--- src/rtl/vga_term_pkg.sv ---
// Shared types and constants for the text-terminal write controller.
// Holds the FSM state enum, control-character codes, geometry defaults and
// a printable-range helper used by the put path.
package vga_term_pkg;

  typedef enum logic [1:0] {IDLE, CLRLINE, CLRALL} state_t;

  localparam logic [7:0] CH_BS    = 8'h08;
  localparam logic [7:0] CH_LF    = 8'h0A;
  localparam logic [7:0] CH_CR    = 8'h0D;
  localparam logic [7:0] CH_SP    = 8'h20;
  localparam logic [7:0] CH_TILDE = 8'h7E;

  localparam int COLS          = 70;
  localparam int ROWS          = 30;
  localparam int STRIDE_LOG2   = 7;
  // 128 chars per RAM row / 4 chars per 32-bit word
  localparam int WORDS_PER_ROW = 32;
  localparam int NUM_LANES     = 4;

  function automatic logic is_print(input logic [7:0] c);
    return (c >= CH_SP) && (c <= CH_TILDE);
  endfunction

endpackage

--- src/rtl/vga_term_ctrl_if.sv ---
// CPU character stream plus video RAM write bus.
//   master : CPU / RAM side  (drives ch_valid, ch_data, clr_req)
//   slave  : controller side (drives ch_ready and the wr_* write port)
interface vga_term_ctrl_if;
  logic        ch_valid;
  logic [7:0]  ch_data;
  logic        ch_ready;
  logic        clr_req;
  logic        wr_en;
  logic [9:0]  wr_addr;
  logic [31:0] wr_data;
  logic [3:0]  wr_be;

  modport master (
    output ch_valid, ch_data, clr_req,
    input  ch_ready, wr_en, wr_addr, wr_data, wr_be
  );

  modport slave (
    input  ch_valid, ch_data, clr_req,
    output ch_ready, wr_en, wr_addr, wr_data, wr_be
  );
endinterface

--- src/rtl/vga_term_addr.sv ---
// Combinational cursor-to-RAM address map.
//   row, col, offset -> phys_row (row+offset mod ROWS), word address, lane enables.
// The modulo is a single compare-subtract: both operands are < ROWS, so the
// sum is below 2*ROWS and one subtraction suffices.
module vga_term_addr
  import vga_term_pkg::*;
#(
  parameter int ROWS_P        = ROWS,
  parameter int STRIDE_LOG2_P = STRIDE_LOG2
) (
  input  logic [4:0] row,
  input  logic [6:0] col,
  input  logic [4:0] offset,
  output logic [4:0] phys_row,
  output logic [9:0] addr,
  output logic [3:0] be
);

  logic [5:0]  sum;
  logic [5:0]  sum_wrap;
  logic [11:0] char_idx;

  assign sum      = {1'b0, row} + {1'b0, offset};
  assign sum_wrap = sum - 6'(ROWS_P);
  assign phys_row = (sum >= 6'(ROWS_P)) ? sum_wrap[4:0] : sum[4:0];
  assign char_idx = (12'(phys_row) << STRIDE_LOG2_P) + 12'(col);
  assign addr     = char_idx[11:2];

  for (genvar l = 0; l < NUM_LANES; l++) begin : g_lane
    assign be[l] = (char_idx[1:0] == 2'(l));
  end

endmodule

--- src/rtl/vga_term_ctrl.sv ---
// Text-terminal write controller.
//   clkin, clrn          : clock, async active-low reset
//   bus (slave)          : ch_valid/ch_data/ch_ready character stream, clr_req,
//                          registered video RAM write port wr_en/addr/data/be
//   cursor_x, cursor_y   : logical cursor position
//   row_offset           : physical RAM row shown as logical row 0
//   busy                 : high outside IDLE
// Scrolling rotates row_offset instead of moving RAM contents; only the
// newly exposed bottom row is cleared.
module vga_term_ctrl
  import vga_term_pkg::*;
#(
  parameter int COLS_P        = COLS,
  parameter int ROWS_P        = ROWS,
  parameter int STRIDE_LOG2_P = STRIDE_LOG2
) (
  input  logic            clkin,
  input  logic            clrn,
  vga_term_ctrl_if.slave  bus,
  output logic [6:0]      cursor_x,
  output logic [4:0]      cursor_y,
  output logic [4:0]      row_offset,
  output logic            busy
);

  localparam logic [6:0] X_LAST    = 7'(COLS_P - 1);
  localparam logic [4:0] Y_LAST    = 5'(ROWS_P - 1);
  localparam logic [9:0] CNT_LINE  = 10'(WORDS_PER_ROW - 1);
  localparam logic [9:0] CNT_ALL   = 10'(ROWS_P * WORDS_PER_ROW - 1);

  state_t      state, state_n;
  logic [9:0]  cnt, cnt_n;
  logic [6:0]  x_n;
  logic [4:0]  y_n, off_n;
  logic        we_n;
  logic [9:0]  wa_n;
  logic [31:0] wd_n;
  logic [3:0]  be_n;
  logic        nl;

  logic [6:0]  a_col;
  logic [4:0]  a_phys;
  logic [9:0]  a_addr;
  logic [3:0]  a_be;

  // Backspace writes at the column it moves to; every other write is at the cursor.
  assign a_col = (bus.ch_data == CH_BS) ? cursor_x - 7'd1 : cursor_x;

  vga_term_addr #(.ROWS_P(ROWS_P), .STRIDE_LOG2_P(STRIDE_LOG2_P)) u_addr (
    .row      (cursor_y),
    .col      (a_col),
    .offset   (row_offset),
    .phys_row (a_phys),
    .addr     (a_addr),
    .be       (a_be)
  );

  assign bus.ch_ready = (state == IDLE) && !bus.clr_req;
  assign busy         = (state != IDLE);

  always_comb begin
    state_n = state;
    cnt_n   = cnt;
    x_n     = cursor_x;
    y_n     = cursor_y;
    off_n   = row_offset;
    we_n    = 1'b0;
    wa_n    = '0;
    wd_n    = '0;
    be_n    = '0;
    nl      = 1'b0;

    case (state)
      IDLE: begin
        if (bus.clr_req) begin
          state_n = CLRALL;
          cnt_n   = '0;
          x_n     = '0;
          y_n     = '0;
          off_n   = '0;
        end else if (bus.ch_valid) begin
          if (is_print(bus.ch_data)) begin
            we_n = 1'b1;
            wa_n = a_addr;
            be_n = a_be;
            wd_n = {NUM_LANES{bus.ch_data}};
            if (cursor_x < X_LAST) x_n = cursor_x + 7'd1;
            else                   nl  = 1'b1;
          end else if (bus.ch_data == CH_CR) begin
            x_n = '0;
          end else if (bus.ch_data == CH_LF) begin
            nl = 1'b1;
          end else if (bus.ch_data == CH_BS && cursor_x != '0) begin
            x_n  = cursor_x - 7'd1;
            we_n = 1'b1;
            wa_n = a_addr;
            be_n = a_be;
            wd_n = {NUM_LANES{CH_SP}};
          end
        end

        // Wrap and explicit LF share this path, so a wrap on the last row
        // scrolls exactly once.
        if (nl) begin
          x_n = '0;
          if (cursor_y < Y_LAST) begin
            y_n = cursor_y + 5'd1;
          end else begin
            off_n   = (row_offset == Y_LAST) ? 5'd0 : row_offset + 5'd1;
            state_n = CLRLINE;
            cnt_n   = '0;
          end
        end
      end

      // cursor_y is ROWS-1 here, so a_phys resolves to the old row_offset:
      // the row that just became the bottom line.
      CLRLINE: begin
        we_n = 1'b1;
        wa_n = {a_phys, cnt[4:0]};
        be_n = 4'hF;
        if (cnt == CNT_LINE) begin
          state_n = IDLE;
          cnt_n   = '0;
        end else begin
          cnt_n = cnt + 10'd1;
        end
      end

      CLRALL: begin
        we_n = 1'b1;
        wa_n = cnt;
        be_n = 4'hF;
        if (cnt == CNT_ALL) begin
          state_n = IDLE;
          cnt_n   = '0;
        end else begin
          cnt_n = cnt + 10'd1;
        end
      end

      default: state_n = IDLE;
    endcase
  end

  always_ff @(posedge clkin or negedge clrn) begin
    if (!clrn) begin
      state       <= CLRALL;
      cnt         <= '0;
      cursor_x    <= '0;
      cursor_y    <= '0;
      row_offset  <= '0;
      bus.wr_en   <= 1'b0;
      bus.wr_addr <= '0;
      bus.wr_data <= '0;
      bus.wr_be   <= '0;
    end else begin
      state       <= state_n;
      cnt         <= cnt_n;
      cursor_x    <= x_n;
      cursor_y    <= y_n;
      row_offset  <= off_n;
      bus.wr_en   <= we_n;
      bus.wr_addr <= wa_n;
      bus.wr_data <= wd_n;
      bus.wr_be   <= be_n;
    end
  end

endmodule

--- src/flat_wrapper.sv ---
// flat-port wrapper written by rule: the top's interface ports become plain ports
module vga_term_ctrl_flat import vga_term_pkg::*;
#(
  parameter int COLS_P        = COLS,
  parameter int ROWS_P        = ROWS,
  parameter int STRIDE_LOG2_P = STRIDE_LOG2
)
  (clkin, clrn, cursor_x, cursor_y, row_offset, busy, bus_ch_valid, bus_ch_data, bus_clr_req, bus_ch_ready, bus_wr_en, bus_wr_addr, bus_wr_data, bus_wr_be);
  vga_term_ctrl_if bus_i ();
  input  logic clkin;
  input  logic clrn;
  output logic [6:0] cursor_x;
  output logic [4:0] cursor_y;
  output logic [4:0] row_offset;
  output logic busy;
  input wire logic [$bits(bus_i.ch_valid)-1:0] bus_ch_valid;
  input wire logic [$bits(bus_i.ch_data)-1:0] bus_ch_data;
  input wire logic [$bits(bus_i.clr_req)-1:0] bus_clr_req;
  output wire logic [$bits(bus_i.ch_ready)-1:0] bus_ch_ready;
  output wire logic [$bits(bus_i.wr_en)-1:0] bus_wr_en;
  output wire logic [$bits(bus_i.wr_addr)-1:0] bus_wr_addr;
  output wire logic [$bits(bus_i.wr_data)-1:0] bus_wr_data;
  output wire logic [$bits(bus_i.wr_be)-1:0] bus_wr_be;
  assign bus_i.ch_valid = bus_ch_valid;
  assign bus_i.ch_data = bus_ch_data;
  assign bus_i.clr_req = bus_clr_req;
  assign bus_ch_ready = bus_i.ch_ready;
  assign bus_wr_en = bus_i.wr_en;
  assign bus_wr_addr = bus_i.wr_addr;
  assign bus_wr_data = bus_i.wr_data;
  assign bus_wr_be = bus_i.wr_be;
  vga_term_ctrl #(.COLS_P(COLS_P), .ROWS_P(ROWS_P), .STRIDE_LOG2_P(STRIDE_LOG2_P)) u_core (.clkin(clkin), .clrn(clrn), .bus(bus_i), .cursor_x(cursor_x), .cursor_y(cursor_y), .row_offset(row_offset), .busy(busy));
endmodule
--- config.mk ---
export PLATFORM = sky130hd
export DESIGN_NAME = vga_term_ctrl_flat
export DESIGN_NICKNAME = d
export VERILOG_FILES = /design/src/rtl/vga_term_pkg.sv /design/src/rtl/vga_term_ctrl_if.sv /design/src/rtl/vga_term_addr.sv /design/src/rtl/vga_term_ctrl.sv /design/src/flat_wrapper.sv
export SDC_FILE = /design/constraint.sdc
export NUM_CORES = 1
export LEC_CHECK = 0
export ABC_CLOCK_PERIOD_IN_PS = 4500
export CAP_MARGIN = 10
export CORE_UTILIZATION = 55
export DETAILED_ROUTE_END_ITERATION = 12
export PLACE_DENSITY_LB_ADDON = 0.15
export SLEW_MARGIN = 20
export SYNTH_ARGS = -nofsm -noshare
export SYNTH_HDL_FRONTEND = slang
export SYNTH_SLANG_ARGS = --single-unit
--- constraint.sdc ---
create_clock -name clkin -period 4.5 [get_ports clkin]
set_input_delay 0.9 -clock clkin [delete_from_list [all_inputs] [get_ports clkin]]
set_output_delay 0.9 -clock clkin [all_outputs]
set_load 0.1 [all_outputs]
# [Word-level counts from Yosys, hierarchy flattened]
# Cells that the tools add are included.
[totals] reg_bits=76 output_inout_bits=66 wordCells=115
[classes] n_addsub=8 magnitude_cmp=5 eq_ne=15 mux=64 n_reduce_logical=14
[op_table] operator="$mux 32" n=6
[op_table] operator="$mux 10" n=11
[op_table] operator="$mux 7" n=9
[op_table] operator="$pmux 10 s3" n=2
[op_table] operator="$mux 5" n=8
[op_table] operator="$mux 30" n=1
[op_table] operator="$eq 8x4->1 const B" n=3
[op_table] operator="$mux 4" n=6
[op_table] operator="$mux 1" n=13
[op_table] operator="$add 12x7->12" n=1
[op_table] operator="$add 10x1->10 const B" n=1
[op_table] operator="$add 5x1->5 const B" n=2
[op_table] operator="$eq 10x10->1 const B" n=1
[op_table] operator="$eq 10x5->1 const B" n=1
[op_table] operator="$mux 2" n=5
[op_table] operator="$ge 8x6->1 const B" n=1
[op_table] operator="$le 8x7->1 const B" n=1
[op_table] operator="$pmux 4 s2" n=1
[op_table] operator="$add 7x1->7 const B" n=1
[op_table] operator="$lt 7x7->1 const B" n=1
[op_table] operator="$reduce_bool 7->1" n=1
[op_table] operator="$sub 7x1->7 const B" n=1
[op_table] operator="$add 5x5->6" n=1
[op_table] operator="$eq 2x2->1 const B" n=3
[op_table] operator="19 further kinds" n=25

# [Longest topological paths before layout]
[logic_depth] depth_word=12 mapped_depth=9 depth_no_buf=9

# [Cells and area by module]
# A second synthesis with hierarchy kept.
[hier_totals] hier_cells=418 area_unflattened_um2=3728.6
[modules_own_cells] mod="vga_term_ctrl" instances=1 cells_each=368 area_each_um2=3325.7 seq_area_each_um2=1302.5
[modules_own_cells] mod="vga_term_addr" instances=1 cells_each=50 area_each_um2=402.9 seq_area_each_um2=0.0

# [Worst setup path before layout]
# No wires, ideal clock.
[synth_path] kind="input -> register" startpoint="input port bus_clr_req" endpoint="register u_core.bus.wr_addr[8]" t_arrival_ns=2.713 t_required_ns=4.401 path_slack_ns=1.687 cell_stages=8 n_path_buf=0 path_cell_list="inv_1 -> nand2_1 -> inv_1 -> nand2_1 -> a21oi_2 -> or2_1 -> a21oi_1 -> a311oi_1"
[synth_via] elab_chain_len=2
[synth_rtl] element="from (decl)" line="flat_wrapper.sv:18" text="input wire logic [$bits(bus_i.clr_req)-1:0] bus_clr_req;"
[synth_rtl] element="$mux 10" line="vga_term_ctrl.sv:75" text="if (bus.clr_req) begin"
[synth_rtl] element="$pmux 10 s3" line="vga_term_ctrl.sv:73" text="case (state)"
[synth_rtl] element="via u_core.wa_n[8]" line="vga_term_ctrl.sv:36" text="logic [9:0] wa_n;"
[synth_rtl] element="to (signal assigned)" line="vga_term_ctrl.sv:164" text="bus.wr_addr <= wa_n;"
[synth_rtl] element="to (decl)" line="vga_term_ctrl_if.sv:21" text="output ch_ready, wr_en, wr_addr, wr_data, wr_be"
# The timed path passes the listed nets, and every way through them passes these cells.
# A chain may end at the register's enable or synchronous reset.

# [Worst setup path in the final report]
[layout_path] startpoint="register u_core.state[0]" endpoint="output port busy"
[layout_via] elab_chain_len=1
[layout_rtl] element="from (decl)" line="vga_term_ctrl.sv:31" text="state_t state, state_n;"
[layout_rtl] element="from (signal assigned)" line="vga_term_ctrl.sv:158" text="state <= state_n;"
[layout_rtl] element="$reduce_bool 2->1" line="vga_term_ctrl.sv:59" text="assign busy = (state != IDLE);"
[layout_rtl] element="to (decl)" line="flat_wrapper.sv:15" text="output logic busy;"
# Every way passes these cells.

==> PnR_summary.wiki <==
{| class="wikitable"
! Metric !! Value
|-
| Clk Tree Root Cell || clkbuf_8
|-
| Sw frac || 0.5558
|-
| Share of power burned in the clock network || 0.120
|-
| Final wirelength || 8.058 mm
|-
| Largest vdd supply drop || 0.6175 mV
|-
| Max Slew Vio Count || 0
|-
| CTS tree || built
|-
| Crit path arrival time || 2710 ps
|-
| Buffering stage count on the worst path with inverters included || 3
|-
| Placed cell areas || 0.004155 mm²
|-
| Average cell area after synthesis || 8.973 µm²
|-
| Clock Sinks || 52
|-
| Reg-to-reg startpoint || u_core.state[0]$_DFFE_PN0P_
|-
| Setup crit end kind || output pin
|-
| Number of cells on the worst reg-to-reg path || 9
|-
| Final setup fails || 0
|-
| Standard-cell rows || 28
|-
| Net load switching power || 1.293 mW
|-
| Startpoint of the worst setup timing path || u_core.state[0]$_DFFE_PN0P_
|-
| DRC violation count after routing || 0
|-
| Flops & latches, synth || 52
|-
| Global Route Usage Sum || 0.2570
|-
| Pre-Repair DR Iteration Count || 4
|-
| Total half-perimeter wirelength after legalization and detailed placement || 6.000 mm
|-
| Asr flop ratio synth || 1.000
|-
| Classification of the worst-slack hold path || reg2reg
|-
| Total of warnings raised by yosys || 0
|-
| Cell variety after synth || 75
|-
| Slowest-stage cell, CP || clkdlybuf4s50_1
|-
| Weighted congestion at the end of routability-driven global placement || 0.9334
|-
| Die extent in x || 82.48 µm
|-
| Number of buffers added by the clock tree synthesis step || 5
|-
| Type of the worst setup path || reg2out
|-
| Biggest fanout along the worst timing path || 12
|-
| Series of cell instances along the critical path || inv_1 -> ha_1 -> clkinv_1 -> clkdlybuf4s50_1
|-
| Post-layout nets || 469
|-
| Post-route antenna net violation count || 0
|-
| Clock Tree Buf Depth || 2
|-
| Setup_tns || 0 ps
|-
| Pwr dens || 547.6 mW/mm²
|-
| Y dimension of the die || 82.48 µm
|-
| Capture instance of the worst register-to-register path || u_core.bus.wr_addr[7]$_DFF_PN0_
|-
| Post-route design area || 0.004249 mm²
|-
| Fmax || 0.2770 GHz
|-
| Power share of the sequential group || 0.287
|-
| Area delta synth->final || 19.28%
|-
| Number of antenna violations at the first check in global routing || 0
|-
| Die area || 0.006802 mm²
|-
| Nets in the synthesized netlist || 427
|-
| Number of buffers added for setup after CTS || 0
|-
| Htree depth || 2
|-
| Antenna fix cells || 0
|-
| Largest net degree at the start of global routing || 53
|-
| Post-CTS sizing || 0
|-
| Storage element area || 0.001303 mm²
|-
| Int Pwr || 1.033 mW
|-
| Clock latency at the later pin of the worst-skew pair || 320 ps
|-
| Required arrival time at the worst endpoint || 3600 ps
|-
| CTS hold repair buffers || 0
|-
| Wire length per cell after detailed routing || 15.65 µm
|-
| Core area || 0.006096 mm²
|-
| Critical path depth || 4
|-
| Max-slew headroom at the worst pin || 0.3441
|-
| Via-per-instance ratio || 6.066
|-
| CP delay by family, top || buffers and inverters
|-
| DR iter-0 viols || 201
|-
| Via count of the routed design || 3124
|-
| Post-synthesis sequential area ratio || 0.3656
|-
| Final hold violation count || 0
|-
| Setup repair after global routing missed its margin || no
|-
| Number of max-cap violations || 0
|-
| Leading register cell type out of synthesis || dfrtp_1
|-
| Most common library cell in the layout ignoring fill and taps || clkdlybuf4s50_1
|-
| Grt ovf || 0
|-
| I/O Buffers || 77
|-
| Global-route wire length before repair || 13.32 mm
|-
| Final cell count without fillers || 515
|-
| Fraction of final layout cells sized beyond drive strength 1 || 0.06818
|-
| Number of enable flip-flop cells after synthesis || 0
|-
| Vias in the first global route || 2808
|-
| Slew @ Worst Pin || 980.8 ps
|-
| Comb power frac || 0.592
|-
| Endpoint of the worst setup timing path || busy
|-
| Minimum period implied by the final worst setup slack || 3610 ps
|-
| Starting density of the core || 0.5844
|-
| Footprint of the multi-input gates || 0.001941 mm²
|-
| Maximum clock skew at final layout || 9.988 ps
|-
| Number of I/O pins || 78
|-
| Maximum cell stage delay along the critical path || 1060 ps
|-
| Fill cell instance count of the final layout || 524
|-
| Leakage power summed over all cells || 1.784 nW
|-
| Outcome || finished, final reports clean
|-
| Area of the mapped netlist || 0.003562 mm²
|-
| Placed Cells incl. Taps || 507
|-
| Share of the cycle needed by the critical path after routing || 0.8022
|-
| Startpoint type of the worst setup path || flop
|-
| Clock transition time at the flip-flop clock pins of the worst setup and hold paths || 100 ps
|-
| Commonest cells after routing, fill and taps aside || 75 x clkdlybuf4s50_1, 51 x dfrtp_1, 35 x nand2_1
|-
| Reg-to-reg slack, setup || 1930 ps
|-
| Cells after Synth || 397
|}
==> cell usage after synthesis, drive strengths merged, types with 3 or more instances <==
master	n	share of area
nor2	32	0.034
a21o	4	0.0084
a21oi	22	0.032
nand2b	7	0.012
o21ai	22	0.035
clkbuf	13	0.014
xor2	4	0.0098
dfrtp	51	0.36
nand2	37	0.040
nor3	16	0.022
o21bai	4	0.0084
a32o	3	0.0084
and3	3	0.0053
nand3	19	0.027
or2	5	0.0088
o41ai	3	0.0074
and2	7	0.012
a31oi	3	0.0095
a311oi	5	0.012
o211ai	3	0.0077
or3	3	0.0053
mux2i	4	0.011
o22ai	3	0.0053
ha	17	0.060
inv	13	0.014
buf	29	0.061
o31ai	5	0.011
nor4	5	0.013
a22o	7	0.017
a2bb2oi	5	0.012
==> area by class of cell <==
cell class | instances | area share
repair buffers | 77 | 0.1802
multi-input cells | 289 | 0.4567
clock buffers | 5 | 0.01620
flip-flops and latches | 52 | 0.3065
well taps | 75 | 0.02208
clock inverters | 3 | 0.005889
inverters | 14 | 0.01237
==> flip-flops by register name (all words and copies together) (netlist names) <==
signal / cells
u_core.bus.wr_en: 1
u_core.bus.wr_addr: 10
u_core.cnt: 10
u_core.bus.wr_data: 8
u_core.row_offset: 5
u_core.bus.wr_be: 4
u_core.state: 2
u_core.cursor_x: 7
u_core.cursor_y: 5
==> per-layer routing <==
metal | share of wire | GRT usage | vias up
li1 | - | - | 1512
met1 | 0.47 | 0.3562 | 1476
met2 | 0.45 | 0.4099 | 123
met3 | 0.063 | 0.03736 | 13
met4 | 0.015 | 0.08596 | 0
met5 | 0 | 0 | -
==> per-stage QoR <==
stage | hold WS (ps) | util | setup slack [ps] | power (mW)
floorplan | 492.9 | - | 1687 | 1.749
global placement | 531.9 | 0.6812 | 1141 | 2.031
detailed placement | 536.7 | 0.6817 | 1064 | 2.043
CTS | 553.3 | 0.6970 | 894.7 | 2.327
global route | 569.4 | 0.6970 | 697.7 | 2.447
finish | 556.1 | 0.6970 | 890.1 | 2.327
==> cells by family (layout without fill, tap and decap cells) <==
family,count (synthesis),in the layout,synth area share
and+or+nand+nor,148,148,0.2185
AOI/OAI and AO/OA,111,111,0.2308
buffers and inverters,56,99,0.08957
DFF,52,52,0.3656
adders and majority gates,18,18,0.06533
xor gates and xnor gates,6,6,0.01475
muxes,5,5,0.01440
other,1,1,0.001053
==> worst min path at each step <==
stage	from	end	slack [ps]	cells after the start
6_report	u_core.cnt[0]$_DFFE_PN0P_	u_core.cnt[0]$_DFFE_PN0P_	560	1
5_1_grt	u_core.cnt[0]$_DFFE_PN0P_	u_core.cnt[0]$_DFFE_PN0P_	570	1
4_1_cts	u_core.cnt[0]$_DFFE_PN0P_	u_core.cnt[0]$_DFFE_PN0P_	550	1
3_5_place_dp	u_core.cnt[0]$_DFFE_PN0P_	u_core.cnt[0]$_DFFE_PN0P_	540	1
3_3_place_gp	u_core.state[0]$_DFFE_PN0P_	u_core.state[0]$_DFFE_PN0P_	530	1
2_1_floorplan	u_core.cnt[0]$_DFFE_PN0P_	u_core.cnt[0]$_DFFE_PN0P_	490	1
==> power groups by stage <==
stage | registers [mW] | logic (mW) | clock network (mW)
5_1_grt | 0.683 | 1.46 | 0.299
3_3_place_gp | 0.671 | 1.36 | 0
4_1_cts | 0.665 | 1.38 | 0.286
3_5_place_dp | 0.673 | 1.37 | 0
2_1_floorplan | 1.11 | 0.643 | 0
6_report | 0.668 | 1.38 | 0.280
Note: power is estimated with default switching activity, not from simulation.
